==> src/rtl/i2c_bus_recovery_if.sv <==
// Signal bundle between the filtered I2C lines, the open-drain pad enables
// and the bus supervisor / recovery sequencer.
interface i2c_bus_recovery_if;
    logic scl_in;
    logic sda_in;
    logic auto_en;
    logic recover_req;
    logic scl_oe;
    logic sda_oe;
    logic bus_busy;
    logic start_det;
    logic stop_det;
    logic stuck_det;
    logic recover_busy;
    logic recover_done;
    logic recover_fail;

    modport master (
        output scl_in, sda_in, auto_en, recover_req,
        input  scl_oe, sda_oe, bus_busy, start_det, stop_det, stuck_det,
               recover_busy, recover_done, recover_fail
    );

    modport slave (
        input  scl_in, sda_in, auto_en, recover_req,
        output scl_oe, sda_oe, bus_busy, start_det, stop_det, stuck_det,
               recover_busy, recover_done, recover_fail
    );
endinterface

==> src/rtl/i2c_bus_recovery.sv <==
// I2C bus supervisor: START/STOP/busy monitor, SDA-stuck detector and the
// SCL-pulse + STOP recovery sequencer driving the open-drain pad enables.
module i2c_bus_recovery #(
    parameter int CLK_DIV       = 8,
    parameter int TIMEOUT_WIDTH = 16,
    parameter int TIMEOUT       = 1000,
    parameter int MAX_PULSES    = 9
) (
    input  logic              clk,
    input  logic              rst_l,
    i2c_bus_recovery_if.slave bus
);

    localparam int DIV_W  = (CLK_DIV > 1) ? $clog2(CLK_DIV) : 1;
    localparam int PCNT_W = $clog2(MAX_PULSES + 1);

    localparam logic [DIV_W-1:0]         DIV_LAST = DIV_W'(CLK_DIV - 1);
    localparam logic [DIV_W-1:0]         DIV_ONE  = DIV_W'(1);
    localparam logic [TIMEOUT_WIDTH-1:0] TO_MAX   = TIMEOUT_WIDTH'(TIMEOUT);
    localparam logic [TIMEOUT_WIDTH-1:0] TO_LAST  = TIMEOUT_WIDTH'(TIMEOUT - 1);
    localparam logic [TIMEOUT_WIDTH-1:0] TO_ONE   = TIMEOUT_WIDTH'(1);
    localparam logic [PCNT_W-1:0]        PCNT_MAX = PCNT_W'(MAX_PULSES);
    localparam logic [PCNT_W-1:0]        PCNT_ONE = PCNT_W'(1);

    typedef enum logic [2:0] {
        S_IDLE        = 3'd0,
        S_PULSE_LO    = 3'd1,
        S_PULSE_HI    = 3'd2,
        S_STOP_LO     = 3'd3,
        S_STOP_SCL_HI = 3'd4,
        S_STOP_SDA_HI = 3'd5,
        S_FAIL        = 3'd6
    } state_t;

    state_t                   state_r;
    logic                     scl_q_r;
    logic                     sda_q_r;
    logic                     start_det_r;
    logic                     stop_det_r;
    logic                     stuck_det_r;
    logic                     bus_busy_r;
    logic                     scl_oe_r;
    logic                     sda_oe_r;
    logic                     recover_busy_r;
    logic                     recover_done_r;
    logic                     recover_fail_r;
    logic [TIMEOUT_WIDTH-1:0] stuck_cnt_r;
    logic [TIMEOUT_WIDTH-1:0] stretch_cnt_r;
    logic [DIV_W-1:0]         div_cnt_r;
    logic [PCNT_W-1:0]        pulse_cnt_r;

    logic idle_s;
    logic start_s;
    logic stop_s;
    logic stuck_inc_s;
    logic trigger_s;
    logic div_last_s;
    logic stretch_last_s;
    logic last_pulse_s;

    // Bus conditions, counter terminal decodes and recovery trigger
    always_comb begin
        idle_s         = (state_r == S_IDLE);
        start_s        = idle_s & scl_q_r & bus.scl_in & sda_q_r & ~bus.sda_in;
        stop_s         = idle_s & scl_q_r & bus.scl_in & ~sda_q_r & bus.sda_in;
        stuck_inc_s    = idle_s & ~bus.sda_in & (bus.scl_in == scl_q_r);
        trigger_s      = bus.recover_req | (bus.auto_en & stuck_det_r);
        div_last_s     = (div_cnt_r == DIV_LAST);
        stretch_last_s = (stretch_cnt_r == TO_LAST);
        last_pulse_s   = ((pulse_cnt_r + PCNT_ONE) == PCNT_MAX);
    end

    // Line history, START/STOP pulses and the saturating SDA-stuck counter
    always_ff @(posedge clk) begin
        if (!rst_l) begin
            scl_q_r     <= 1'b1;
            sda_q_r     <= 1'b1;
            start_det_r <= 1'b0;
            stop_det_r  <= 1'b0;
            stuck_det_r <= 1'b0;
            stuck_cnt_r <= '0;
        end else begin
            scl_q_r     <= bus.scl_in;
            sda_q_r     <= bus.sda_in;
            start_det_r <= start_s;
            stop_det_r  <= stop_s;
            stuck_det_r <= 1'b0;
            if (!stuck_inc_s) begin
                stuck_cnt_r <= '0;
            end else if (stuck_cnt_r != TO_MAX) begin
                stuck_cnt_r <= stuck_cnt_r + TO_ONE;
                stuck_det_r <= (stuck_cnt_r == TO_LAST);
            end
        end
    end

    // Recovery sequencer; the SCL high phases only count cycles where SCL is
    // actually seen high, so stretching or slow rise lengthens them.
    always_ff @(posedge clk) begin
        if (!rst_l) begin
            state_r        <= S_IDLE;
            div_cnt_r      <= '0;
            stretch_cnt_r  <= '0;
            pulse_cnt_r    <= '0;
            scl_oe_r       <= 1'b0;
            sda_oe_r       <= 1'b0;
            bus_busy_r     <= 1'b0;
            recover_busy_r <= 1'b0;
            recover_done_r <= 1'b0;
            recover_fail_r <= 1'b0;
        end else begin
            recover_done_r <= 1'b0;
            recover_fail_r <= 1'b0;
            if (start_s) begin
                bus_busy_r <= 1'b1;
            end else if (stop_s) begin
                bus_busy_r <= 1'b0;
            end
            case (state_r)
                S_IDLE: begin
                    if (trigger_s) begin
                        state_r        <= S_PULSE_LO;
                        div_cnt_r      <= '0;
                        pulse_cnt_r    <= '0;
                        scl_oe_r       <= 1'b1;
                        sda_oe_r       <= 1'b0;
                        recover_busy_r <= 1'b1;
                    end
                end
                S_PULSE_LO: begin
                    if (div_last_s) begin
                        state_r       <= S_PULSE_HI;
                        div_cnt_r     <= '0;
                        stretch_cnt_r <= '0;
                        scl_oe_r      <= 1'b0;
                    end else begin
                        div_cnt_r <= div_cnt_r + DIV_ONE;
                    end
                end
                S_PULSE_HI: begin
                    if (!bus.scl_in) begin
                        if (stretch_last_s) begin
                            state_r        <= S_FAIL;
                            div_cnt_r      <= '0;
                            recover_fail_r <= 1'b1;
                        end else begin
                            stretch_cnt_r <= stretch_cnt_r + TO_ONE;
                        end
                    end else if (div_last_s) begin
                        pulse_cnt_r <= pulse_cnt_r + PCNT_ONE;
                        div_cnt_r   <= '0;
                        if (bus.sda_in) begin
                            state_r  <= S_STOP_LO;
                            scl_oe_r <= 1'b1;
                            sda_oe_r <= 1'b1;
                        end else if (last_pulse_s) begin
                            state_r        <= S_FAIL;
                            recover_fail_r <= 1'b1;
                        end else begin
                            state_r  <= S_PULSE_LO;
                            scl_oe_r <= 1'b1;
                        end
                    end else begin
                        div_cnt_r <= div_cnt_r + DIV_ONE;
                    end
                end
                S_STOP_LO: begin
                    if (div_last_s) begin
                        state_r       <= S_STOP_SCL_HI;
                        div_cnt_r     <= '0;
                        stretch_cnt_r <= '0;
                        scl_oe_r      <= 1'b0;
                    end else begin
                        div_cnt_r <= div_cnt_r + DIV_ONE;
                    end
                end
                S_STOP_SCL_HI: begin
                    if (!bus.scl_in) begin
                        if (stretch_last_s) begin
                            state_r        <= S_FAIL;
                            div_cnt_r      <= '0;
                            sda_oe_r       <= 1'b0;
                            recover_fail_r <= 1'b1;
                        end else begin
                            stretch_cnt_r <= stretch_cnt_r + TO_ONE;
                        end
                    end else if (div_last_s) begin
                        state_r   <= S_STOP_SDA_HI;
                        div_cnt_r <= '0;
                        sda_oe_r  <= 1'b0;
                    end else begin
                        div_cnt_r <= div_cnt_r + DIV_ONE;
                    end
                end
                S_STOP_SDA_HI: begin
                    if (!div_last_s) begin
                        div_cnt_r <= div_cnt_r + DIV_ONE;
                    end else if (bus.sda_in) begin
                        state_r        <= S_IDLE;
                        div_cnt_r      <= '0;
                        recover_busy_r <= 1'b0;
                        recover_done_r <= 1'b1;
                        bus_busy_r     <= 1'b0;
                    end else begin
                        state_r        <= S_FAIL;
                        div_cnt_r      <= '0;
                        recover_fail_r <= 1'b1;
                    end
                end
                S_FAIL: begin
                    state_r        <= S_IDLE;
                    div_cnt_r      <= '0;
                    scl_oe_r       <= 1'b0;
                    sda_oe_r       <= 1'b0;
                    recover_busy_r <= 1'b0;
                end
                default: begin
                    state_r        <= S_IDLE;
                    div_cnt_r      <= '0;
                    scl_oe_r       <= 1'b0;
                    sda_oe_r       <= 1'b0;
                    recover_busy_r <= 1'b0;
                end
            endcase
        end
    end

    assign bus.scl_oe       = scl_oe_r;
    assign bus.sda_oe       = sda_oe_r;
    assign bus.bus_busy     = bus_busy_r;
    assign bus.start_det    = start_det_r;
    assign bus.stop_det     = stop_det_r;
    assign bus.stuck_det    = stuck_det_r;
    assign bus.recover_busy = recover_busy_r;
    assign bus.recover_done = recover_done_r;
    assign bus.recover_fail = recover_fail_r;

endmodule

==> src/flat_wrapper.sv <==
// flat-port wrapper written by rule: the top's interface ports become plain ports
module i2c_bus_recovery_flat 
#(
    parameter int CLK_DIV       = 8,
    parameter int TIMEOUT_WIDTH = 16,
    parameter int TIMEOUT       = 1000,
    parameter int MAX_PULSES    = 9
)
  (clk, rst_l, bus_scl_in, bus_sda_in, bus_auto_en, bus_recover_req, bus_scl_oe, bus_sda_oe, bus_bus_busy, bus_start_det, bus_stop_det, bus_stuck_det, bus_recover_busy, bus_recover_done, bus_recover_fail);
  i2c_bus_recovery_if bus_i ();
  input  logic clk;
  input  logic rst_l;
  input wire logic [$bits(bus_i.scl_in)-1:0] bus_scl_in;
  input wire logic [$bits(bus_i.sda_in)-1:0] bus_sda_in;
  input wire logic [$bits(bus_i.auto_en)-1:0] bus_auto_en;
  input wire logic [$bits(bus_i.recover_req)-1:0] bus_recover_req;
  output wire logic [$bits(bus_i.scl_oe)-1:0] bus_scl_oe;
  output wire logic [$bits(bus_i.sda_oe)-1:0] bus_sda_oe;
  output wire logic [$bits(bus_i.bus_busy)-1:0] bus_bus_busy;
  output wire logic [$bits(bus_i.start_det)-1:0] bus_start_det;
  output wire logic [$bits(bus_i.stop_det)-1:0] bus_stop_det;
  output wire logic [$bits(bus_i.stuck_det)-1:0] bus_stuck_det;
  output wire logic [$bits(bus_i.recover_busy)-1:0] bus_recover_busy;
  output wire logic [$bits(bus_i.recover_done)-1:0] bus_recover_done;
  output wire logic [$bits(bus_i.recover_fail)-1:0] bus_recover_fail;
  assign bus_i.scl_in = bus_scl_in;
  assign bus_i.sda_in = bus_sda_in;
  assign bus_i.auto_en = bus_auto_en;
  assign bus_i.recover_req = bus_recover_req;
  assign bus_scl_oe = bus_i.scl_oe;
  assign bus_sda_oe = bus_i.sda_oe;
  assign bus_bus_busy = bus_i.bus_busy;
  assign bus_start_det = bus_i.start_det;
  assign bus_stop_det = bus_i.stop_det;
  assign bus_stuck_det = bus_i.stuck_det;
  assign bus_recover_busy = bus_i.recover_busy;
  assign bus_recover_done = bus_i.recover_done;
  assign bus_recover_fail = bus_i.recover_fail;
  i2c_bus_recovery #(.CLK_DIV(CLK_DIV), .TIMEOUT_WIDTH(TIMEOUT_WIDTH), .TIMEOUT(TIMEOUT), .MAX_PULSES(MAX_PULSES)) u_core (.clk(clk), .rst_l(rst_l), .bus(bus_i));
endmodule
==> config.mk <==
export PLATFORM = sky130hd
export DESIGN_NAME = i2c_bus_recovery_flat
export DESIGN_NICKNAME = d
export VERILOG_FILES = /design/src/rtl/i2c_bus_recovery_if.sv /design/src/rtl/i2c_bus_recovery.sv /design/src/flat_wrapper.sv
export SDC_FILE = /design/constraint.sdc
export NUM_CORES = 1
export LEC_CHECK = 0
export BUFFER_PORTS_ARGS = -buffer_cell sky130_fd_sc_hd__buf_2
export CELL_PAD_IN_SITES_DETAIL_PLACEMENT = 0
export CELL_PAD_IN_SITES_GLOBAL_PLACEMENT = 2
export CORE_ASPECT_RATIO = 0.8
export CORE_UTILIZATION = 23
export DETAILED_ROUTE_END_ITERATION = 12
export PLACE_DENSITY_LB_ADDON = 0.1
export SYNTH_ARGS = -nofsm -noshare
export SYNTH_HDL_FRONTEND = slang
export SYNTH_SLANG_ARGS = --single-unit
==> constraint.sdc <==
create_clock -name clk -period 2.1 [get_ports clk]
set_input_delay 0.105 -clock clk [delete_from_list [all_inputs] [get_ports clk]]
set_output_delay 0.105 -clock clk [all_outputs]
set_load 0.03 [all_outputs]
[Word-level counts from Yosys, hierarchy flattened]
Cells that the tools add are included.
Operators by class
  $add $sub $neg: 4
  equal/unequal tests: 27
  mux-type cells: 58
  bitwise operators: 15
  reductions and logical operators: 18
Operator list (count)
  two-way mux 16 bit: 3
  two-way mux 3 bit: 16
  adder 16 x 1 -> 16 bit, second input constant: 2
  equality test 16 x 10 -> 1 bit, second input constant: 2
  case mux 16 bit (2 select lines): 1
  two-way mux 1 bit: 28
  case mux 3 bit (6 select lines): 1
  != test 16 x 10 -> 1 bit, second input constant: 1
  two-way mux 4 bit: 3
  != test 2 bit, second input constant: 6
  AND reduction 4 bit: 3
  AND reduction 6 bit: 2
  != test 2 x 1 -> 1 bit, second input constant: 5
  bitwise AND 1 bit: 9
  equality test 3 bit, second input constant: 3
  != test 3 x 2 -> 1 bit, second input constant: 3
  case mux 3 bit (3 select lines): 1
  case mux 1 bit (4 select lines): 2
  case mux 4 bit (2 select lines): 1
  AND reduction 7 bit: 1
  equality test 3 x 2 -> 1 bit, second input constant: 2
  case mux 1 bit (3 select lines): 2
  AND reduction 3 bit: 2
  OR reduction 2 bit: 3
  other kinds (14): 20
Storage, ports and cells
  bits in registers: 53
  input port bits: 6
  output and inout port bits: 9
  word-level logic and storage cells: 138

[Longest topological paths before layout]
Gate-level depths: netlist of run 1.
  depth after elaboration: 10
  depth in mapped cells: 7
  gate-level depth less buffers: 7

[Worst setup path before layout of run 1]
Ideal clock, no wire load.
  kind: flip-flop to flip-flop
  from: reg u_core.stretch_cnt_r[0]
  to: reg u_core.state_r[2]
  library setup time: 0.117 ns
  data arrival time: 1.665 ns
  data required time: 1.983 ns
  path slack: 0.318 ns
  stages on the path, launching flop included: 8
  buffers on the path: 1
  clock period less this slack: 1.782 ns
  cells stage by stage: dfxtp_1 > ha_1 > and4_1 > and4_1 > buf_2 > nor3b_1 > a311o_1 > a32o_1
Between the ends
  word-level cells in the longest chain between the ends: 4
  elaborated cells between the ends (all ways): 5
  those cells by class: eq/ne: 1; mux: 4
RTL lines
  from (decl): line i2c_bus_recovery.sv:48  | logic [TIMEOUT_WIDTH-1:0] stretch_cnt_r;
  from (signal assigned): line i2c_bus_recovery.sv:147  | stretch_cnt_r <= stretch_cnt_r + TO_ONE;
  from (signal assigned): line i2c_bus_recovery.sv:185  | stretch_cnt_r <= stretch_cnt_r + TO_ONE;
  equality test 16 x 10 -> 1 bit (*): line i2c_bus_recovery.sv:69  | stretch_last_s = (stretch_cnt_r == TO_LAST);
  two-way mux 3 bit (*)
  two-way mux 3 bit, on equally long branches
  case mux 3 bit (6 select lines) (*)
  to (signal assigned): line i2c_bus_recovery.sv:101  | state_r <= S_IDLE;
  to (signal assigned): line i2c_bus_recovery.sv:122  | state_r <= S_PULSE_LO;
  to (signal assigned): line i2c_bus_recovery.sv:132  | state_r <= S_PULSE_HI;
  to (decl): line i2c_bus_recovery.sv:35  | state_t state_r;
Mark *: on every way between the ends. The rest lies on a longest branch, timed or not.
A chain may end at the register's enable or synchronous reset.

[Worst setup path in the final report of run 1]
  from: reg u_core.stretch_cnt_r[0]
  to: reg u_core.stretch_cnt_r[13]
Between the ends
  word-level cells in the longest chain between the ends: 4
  elaborated cells between the ends (all ways): 7
  those cells by class: add/sub: 1; eq/ne: 2; mux: 3; reduce/logical: 1
RTL lines
  adder 16 x 1 -> 16 bit: line i2c_bus_recovery.sv:147, i2c_bus_recovery.sv:185
  two-way mux 16 bit: line i2c_bus_recovery.sv:142, i2c_bus_recovery.sv:179
  two-way mux 16 bit: line i2c_bus_recovery.sv:141  | if (!bus.scl_in) begin
  case mux 16 bit (2 select lines): line i2c_bus_recovery.sv:119  | case (state_r)
Parallel ways exist; a longest one is shown, timed or not. The select of a mux whose other input is x is not followed.

==> results of run 1 <==
==> repair_timing <==
item | in CTS | in global routing
gates resized for setup | 0 | 1
buffers inserted | 0 | 0
setup endpoints to repair | 0 | 1
endpoints found under the hold margin | 0 | 0
==> state kept, by name, summed over array words and instances, names as in the netlist <==
register                 flops
u_core.bus.stuck_det         1
u_core.bus.scl_oe            1
u_core.scl_q_r               1
u_core.div_cnt_r             3
u_core.bus.recover_done      1
u_core.state_r               3
u_core.bus.recover_busy      1
u_core.stuck_cnt_r          16
u_core.pulse_cnt_r           4
u_core.bus.start_det         1
u_core.sda_q_r               1
u_core.bus.sda_oe            1
u_core.bus.stop_det          1
u_core.bus.recover_fail      1
u_core.bus.bus_busy          1
u_core.stretch_cnt_r        16
==> layer usage <==
layer | GRT usage, % | share of wire (%) | wire (um)
met5 | 0 | 0 | 0
met4 | 4.41 | 1.4 | 98
met3 | 2.75 | 3.8 | 264
met2 | 19.2 | 43 | 3020
met1 | 18.0 | 52 | 3600
==> critical path, cell delays in order (launching register included) <==
cell and delay, ns:
dfxtp_1 0.34, ha_1 0.21, and4_1 0.23, and4_1 0.17, o22a_2 0.27, or4_1 0.52
a21oi_1 0.14
==> final cells by class <==
type                            count  area [um^2]  share of cell area, %
Multi-Input combinational cell    249         1490                   46.8
Sequential cell                    53         1060                   33.3
Timing Repair Buffer               37          243                   7.61
Tap cell                          144          180                   5.65
Clock buffer                        5          125                   3.92
Inverter                           12         45.0                   1.41
Clock inverter                      3         43.8                   1.37
==> power groups by stage <==
stage / clock network (mW) / registers (mW) / logic (mW)
after floorplan: 0 / 1.18 / 0.470
after global placement: 0 / 1.16 / 0.777
after detailed placement: 0 / 1.16 / 0.764
after CTS: 0.999 / 1.14 / 0.768
after global routing: 1.04 / 1.14 / 0.845
final: 0.955 / 1.14 / 0.765
==> Yosys cell counts, types with 3 or more instances <==
master / instances / area share, %
nor3_1: 11 / 2.1
dfxtp_1: 53 / 40
or3_1: 6 / 1.4
a21oi_1: 19 / 3.6
nand2_1: 29 / 4.1
o21ai_0: 17 / 3.2
nand4_1: 8 / 1.9
clkbuf_1: 8 / 1.1
and3_1: 4 / 0.94
nand3_1: 19 / 3.6
nor2_1: 45 / 6.4
nor2b_1: 3 / 0.71
mux2i_1: 3 / 1.1
ha_1: 7 / 3.3
a32o_1: 3 / 1.1
xnor2_1: 11 / 3.6
nand3b_1: 3 / 0.85
xor2_1: 12 / 4.0
a22oi_1: 3 / 0.85
or4_1: 3 / 0.85
inv_1: 12 / 1.7
and4_1: 4 / 1.3
nor4_1: 7 / 1.6
buf_2: 4 / 0.75
nor3b_1: 3 / 0.85
==> how the worst min path moves through the flow <==
stage | startpoint | end | slack (ns) | cells after the start
after floorplan | bus_sda_in | u_core.sda_q_r | 0.23 | 2
after detailed placement | u_core.sda_q_r | u_core.bus.stop_det | 0.45 | 1
after CTS | rst_l | u_core.scl_q_r | 0.20 | 3
after global routing | rst_l | u_core.scl_q_r | 0.20 | 3
final | rst_l | u_core.scl_q_r | 0.20 | 3
after global placement | u_core.sda_q_r | u_core.bus.stop_det | 0.45 | 1
==> logic make-up after synthesis <==
logic type      Yosys count
buf+inv                  25
compound gates           63
simple gates            153
flops                    53
fa+ha+maj                 7
mux                       3
xor+xnor                 23
==> cells in the final DEF, fill, tap and decap left out, drive strengths merged, types with 4 or more instances in the layout <==
cell type  synthesis  layout
dfxtp             53      53
nor2              45      45
buf                5      37
nand2             29      29
o21ai             20      20
a21oi             19      19
nand3             19      19
inv               12      13
xor2              12      12
nor3              11      11
xnor2             11      11
nand4              8       8
nor4               7       7
ha                 7       7
or3                6       6
clkbuf             8       5
and4               4       4
and3               4       4
nor2b              4       4
==> key figures, run 1 <==
Status
  • Status: finished clean

Floorplan
  • Die Width: 122 um
  • Chip Height: 98.1 um
  • Core ar.: 11100 um^2
  • Die area: 12000 um^2
  • Row count: 34
  • Starting Density: 24.0%
  • Top-Level Pins: 15

Timing
  • Hold Slack: 0.204 ns
  • Minimum clock period: a little under 2 ns
  • Fmax: 515 MHz
  • Worst relative slew slack: 65.5%
  • Fin Clk Skew: 0.00603 ns
  • Final hold vios: 0
  • Final WS setup: 0.157 ns
  • RSZ-0062 raised after global routing: no
  • Final Cycle Share: 92.5%
  • Setup violators final: 0
  • Worst-Margin Slew: 0.512 ns
  • Fin Setup TNS: 0 ns
  • Fin. max-slew vios: 0

Clock tree
  • CTS max path bufs: 2
  • Clk root buf: clkbuf_16
  • Clk slew on worst S/H paths: 0.07 ns
  • CTS tree: built
  • H-tree levels: 2
  • CTS buffer count: 5
  • Clock sinks: 53
  • Hold Buf Count CTS: 0
  • Worst-skew pair later-pin latency: 0.29 ns

Routing
  • Remaining DRCs: 0
  • Vias per inst: 4.76
  • DR vias: about 2400
  • WL final: between 6000 and 7000 um
  • 1st-iter DRT viols: 94
  • Pre-Repair DR Iteration Count: 6
  • Post-DRT Antenna Nets: 0
  • WL per Instance: 13.9 um

Final layout
  • Fill cells: about 1200
  • Area delta synth->final: 20.0%
  • Total Nets Final: between 300 and 400
  • Final design utilization: 28.8%
  • Final Non-Filler Cells: 503
  • Share of layout cells above drive strength 1: approximately 14%
  • Final design area excluding fillers: 3190 um^2
  • N_diodes: 0

Power and ir drop
  • Leakage power total: 1.12 nW
  • Sw Pwr: 0.907 mW
  • Final Total Pwr: 2.86 mW
  • Pwr/cell area: between 800 and 900 nW/um^2
  • Combinational group share of total power: 26.8%
  • Sw frac: 31.8%
  • Seq pwr share: 39.8%
  • Int Pwr: 1.95 mW
  • Worst-case vdd ir drop: between 0.3 and 0.4 mV
  • Clock power frac: between 30% and 40%

Yosys
  • Mapped Nets: 340
  • Synth Area in Adders: under 10%
  • Synthesized instance count: 327
  • Register area share after synthesis: 39.9%
  • Primary FF master, synth: dfxtp_1
  • Post-synth EDFFs: 0
  • Yosys warns: 0
  • Fraction of registers with async set/reset: 0%
  • Seq cells post-synth: 53
  • Distinct cells, synth: 48
  • Synth Cell Area: approximately 2700 um^2
  • Mean Syn Cell Area: 8.13 um^2
  • Largest family of logic cells by synthesized area: simple AND/OR/NAND/NOR gates
  • Synth Area in Simple Gates: between 20% and 30%
  • Fraction of synthesized cell area in xor and xnor cells: 7.58%
  • Mux contribution to synthesized area: 1.13%
  • Post-synthesis compound-gate area fraction: 15.2%

Setup path
  • Worst Setup EP: u_core.stretch_cnt_r[13]
  • Crit path max fanout: 10
  • Register-to-Register Path Depth: 6
  • R2R setup slack: roughly 0.16 ns
  • Critical path arrival: 2.17 ns
  • Crit path launch: u_core.stretch_cnt_r[0]
  • Reg2reg end: u_core.stretch_cnt_r[13]
  • Critical Path RT: 2.33 ns
  • CP Class: reg -> reg
  • Crit Reg-Reg Startpoint: u_core.stretch_cnt_r[0]
  • CP Capture Type: flip-flop
  • CP startpoint kind: flip-flop

Global route
  • Global-route wire length before repair: 11800 um
  • Vias in the first global route: 2325
  • Largest net degree at the start of global routing: 18
  • Initial antenna violation count: 0
  • GRT Overall Usage: about an eighth
  • Congestion Overflow GR: 0

Placed design
  • Placed cells: 495
  • Port buffer count: 14
  • Pre-CTS setup slack: roughly 0.12 ns
  • Final Wtd Congestion: 0.738
  • Post-DP HPWL: 5260 um
  • Post-Place Cell Area: 3020 um^2

Flow run
  • Max Cap Viol: 0

Hold path
  • Hold Crit Class: in -> reg
(Power assumes the default switching activity.)
==> inputs of run 2 (changes only) <==
--- a/config.mk
+++ b/config.mk
@@ -11,6 +11,8 @@
 export CORE_ASPECT_RATIO = 0.8
 export CORE_UTILIZATION = 23
 export DETAILED_ROUTE_END_ITERATION = 12
+export GPL_TIMING_DRIVEN = 1
+export MAX_ROUTING_LAYER = met4
 export PLACE_DENSITY_LB_ADDON = 0.1
 export SYNTH_ARGS = -nofsm -noshare
 export SYNTH_HDL_FRONTEND = slang
==> run 2 against run 1 <==
Final cell count stayed put. Via count is 0.54% higher. Clock-buffer cell count unchanged. First-iteration DRC count rose by 18%. Wire length grew 0.13%. Largest cell class unchanged. Largest power group unchanged.
==> key figures, run 2 (synthesis gave the netlist of run 1 again) <==
Floorplan
  • Top-Level Pins: 15 (unchanged)
  • Row count: 34 (unchanged)
  • Starting Density: 24.0% (unchanged)
  • Chip Height: 98.1 um (unchanged)
  • Die area: 12000 um^2 (unchanged)
  • Core ar.: 11100 um^2 (unchanged)
  • Die Width: 122 um (unchanged)

Flow run
  • Max Cap Viol: 0 (unchanged)

Placed design
  • Final Wtd Congestion: 0.748 (+1.2%)
  • Placed cells: 495 (unchanged)
  • Post-DP HPWL: 5260 um (unchanged)
  • Port buffer count: 14 (unchanged)
  • Post-Place Cell Area: 3020 um^2 (unchanged)

Setup path
  • Crit path max fanout: 10 (unchanged)
  • CP startpoint kind: flip-flop
  • CP Class: reg -> reg
  • CP max stage delay: 0.52 ns (about the same)
  • Critical Path RT: 2.33 ns (about the same)
  • Critical path arrival: 2.17 ns (about the same)
  • CP Capture Type: flip-flop
  • CP Cell Sequence: ha_1 > and4_1 > and4_1 > o22a_2 > or4_1 > a21oi_1
  • Cell mode on critical path: and4_1
  • Slowest CP cell: or4_1

Hold path
  • Hold Crit Class: in -> reg

Global route
  • Initial antenna violation count: 0 (unchanged)
  • Vias in the first global route: 2318 (-0.30%)
  • Largest net degree at the start of global routing: 18 (unchanged)
  • Congestion Overflow GR: 0 (unchanged)
  • GRT Overall Usage: 13.2% (+0.40 points)
  • Global-route wire length before repair: 11800 um (unchanged)

Final layout
  • Area delta synth->final: 20.0% (unchanged)
  • Total Nets Final: 371 (unchanged)
  • Final design area excluding fillers: 3190 um^2 (unchanged)
  • Fill cells: 1243 (unchanged)
  • Most frequent cells in the layout: 53 x dfxtp_1, 45 x nor2_1, 29 x nand2_1
  • Commonest non-fill, non-tap cell in the layout: dfxtp_1
  • Share of layout cells above drive strength 1: 14.2% (unchanged)
  • Final Non-Filler Cells: 503 (unchanged)
  • N_diodes: 0 (unchanged)
  • Biggest regs: u_core.stretch_cnt_r: 16 flops, u_core.stuck_cnt_r: 16 flops, u_core.pulse_cnt_r: 4 flops

Power and ir drop
  • Leakage power total: 1.12 nW (unchanged)
  • Pwr/cell area: 899 nW/um^2 (+0.38%)
  • Worst-case vdd ir drop: 0.338 mV (+1.1%)

Routing
  • Vias per inst: 4.79 (+0.54%)
  • Post-DRT Antenna Nets: 0 (unchanged)
  • WL per Instance: 13.9 um (+0.13%)
  • Remaining DRCs: 0 (unchanged)
  • Pre-Repair DR Iteration Count: 4 (-2)
  • DR vias: 2409 (+0.54%)
  • WL final: 7000 um (+0.13%)
  • 1st-iter DRT viols: 111 (+18%)

Timing
  • RSZ-0062 raised after global routing: no
  • Worst relative slew slack: 64.8% (-0.72 points)
  • Fin Clk Skew: 0.00857 ns (+0.00253 ns)
  • Final Cycle Share: 92.3% (-0.24 points)
  • Fmax: 516 MHz (+0.26%)
  • Fin Setup TNS: 0 ns (unchanged)
  • Minimum clock period: 1.94 ns (-0.00501 ns)
  • Worst-Margin Slew: 0.523 ns (+0.0107 ns)
  • Setup violators final: 0 (unchanged)
  • Final hold vios: 0 (unchanged)
  • Fin. max-slew vios: 0 (unchanged)

Clock tree
  • Clock sinks: 53 (unchanged)
  • Clk root buf: clkbuf_16
  • Worst-skew pair later-pin latency: 0.30 ns (about the same)
  • CTS buffer count: 5 (unchanged)
  • Clk slew on worst S/H paths: 0.07 ns (about the same)
  • H-tree levels: 2 (unchanged)
  • Post-CTS setup buffers: 0 (unchanged)
  • CTS tree: built
  • CTS max path bufs: 2 (unchanged)
  • Hold Buf Count CTS: 0 (unchanged)

Status
  • Status: finished clean
## run 2: cell counts in the layout (fill, tap and decap cells not counted)
Identical to the previous run, type by type.
## run 2: critical path, delay by kind of cell, from the launching register on
kind	cells	cell delay [ns]
DFF	1	0.34
AOI/OAI and AO/OA	2	0.40
adders and majority gates	1	0.21
and+or+nand+nor	3	0.92
## run 2: path summary, 6_finish.rpt
kind | startpoint | to | cells past startpoint | slack, ns
max | u_core.stretch_cnt_r[0] | u_core.stretch_cnt_r[13] | 6 | 0.16
min | rst_l | u_core.scl_q_r | 3 | 0.20
max reg2reg | u_core.stretch_cnt_r[0] | u_core.stretch_cnt_r[13] | 6 | 0.16
min reg2reg | u_core.sda_q_r | u_core.bus.stop_det | 1 | 0.45
## run 2: repair_timing
action                                  4_1_cts  5_1_grt
hold endpoints to repair                      0        0
resized for setup                             0        1
endpoints found under the setup margin        0        1
## run 2: area by class of cell
cell class / count / area, um^2 / share of cell area [%]
timing repair buffer: 37 / 243 / 7.61
multi-input combinational: 249 / 1490 / 46.8
inverter: 12 / 45.0 / 1.41
tap: 144 / 180 / 5.65
clock inverter: 3 / 43.8 / 1.37
sequential: 53 / 1060 / 33.3
clock buffer: 5 / 125 / 3.92
## run 2: per-layer routing
metal / wire length [um] / global-route usage, % / share of wire (%) / vias to the layer above
met3: 229 / 2.63 / 3.3 / 11
li1: - / - / - / 1230
met4: 95 / 4.41 / 1.4 / 0
met1: 3650 / 18.0 / 52 / 1129
met5: 0 / - / 0 / -
met2: 3020 / 19.3 / 43 / 39
## run 2: report_power, final
group | switching [mW] | internal (mW) | leakage, nW
registers | 0.0690 | 1.07 | 0.429
clock network | 0.398 | 0.566 | 0.0842
logic | 0.451 | 0.315 | 0.604
total | 0.918 | 1.95 | 1.12
## run 2: stage by stage
stage	power (mW)	utilization [%]	hold slack, ns	setup WS, ns
4_1_cts	2.90	28.8	0.200	0.109
6_report	2.87	28.8	0.201	0.162
2_1_floorplan	1.65	-	0.232	0.318
3_3_place_gp	1.94	27.3	0.449	0.171
5_1_grt	3.04	28.8	0.204	0.0552
3_5_place_dp	1.92	27.3	0.445	0.120
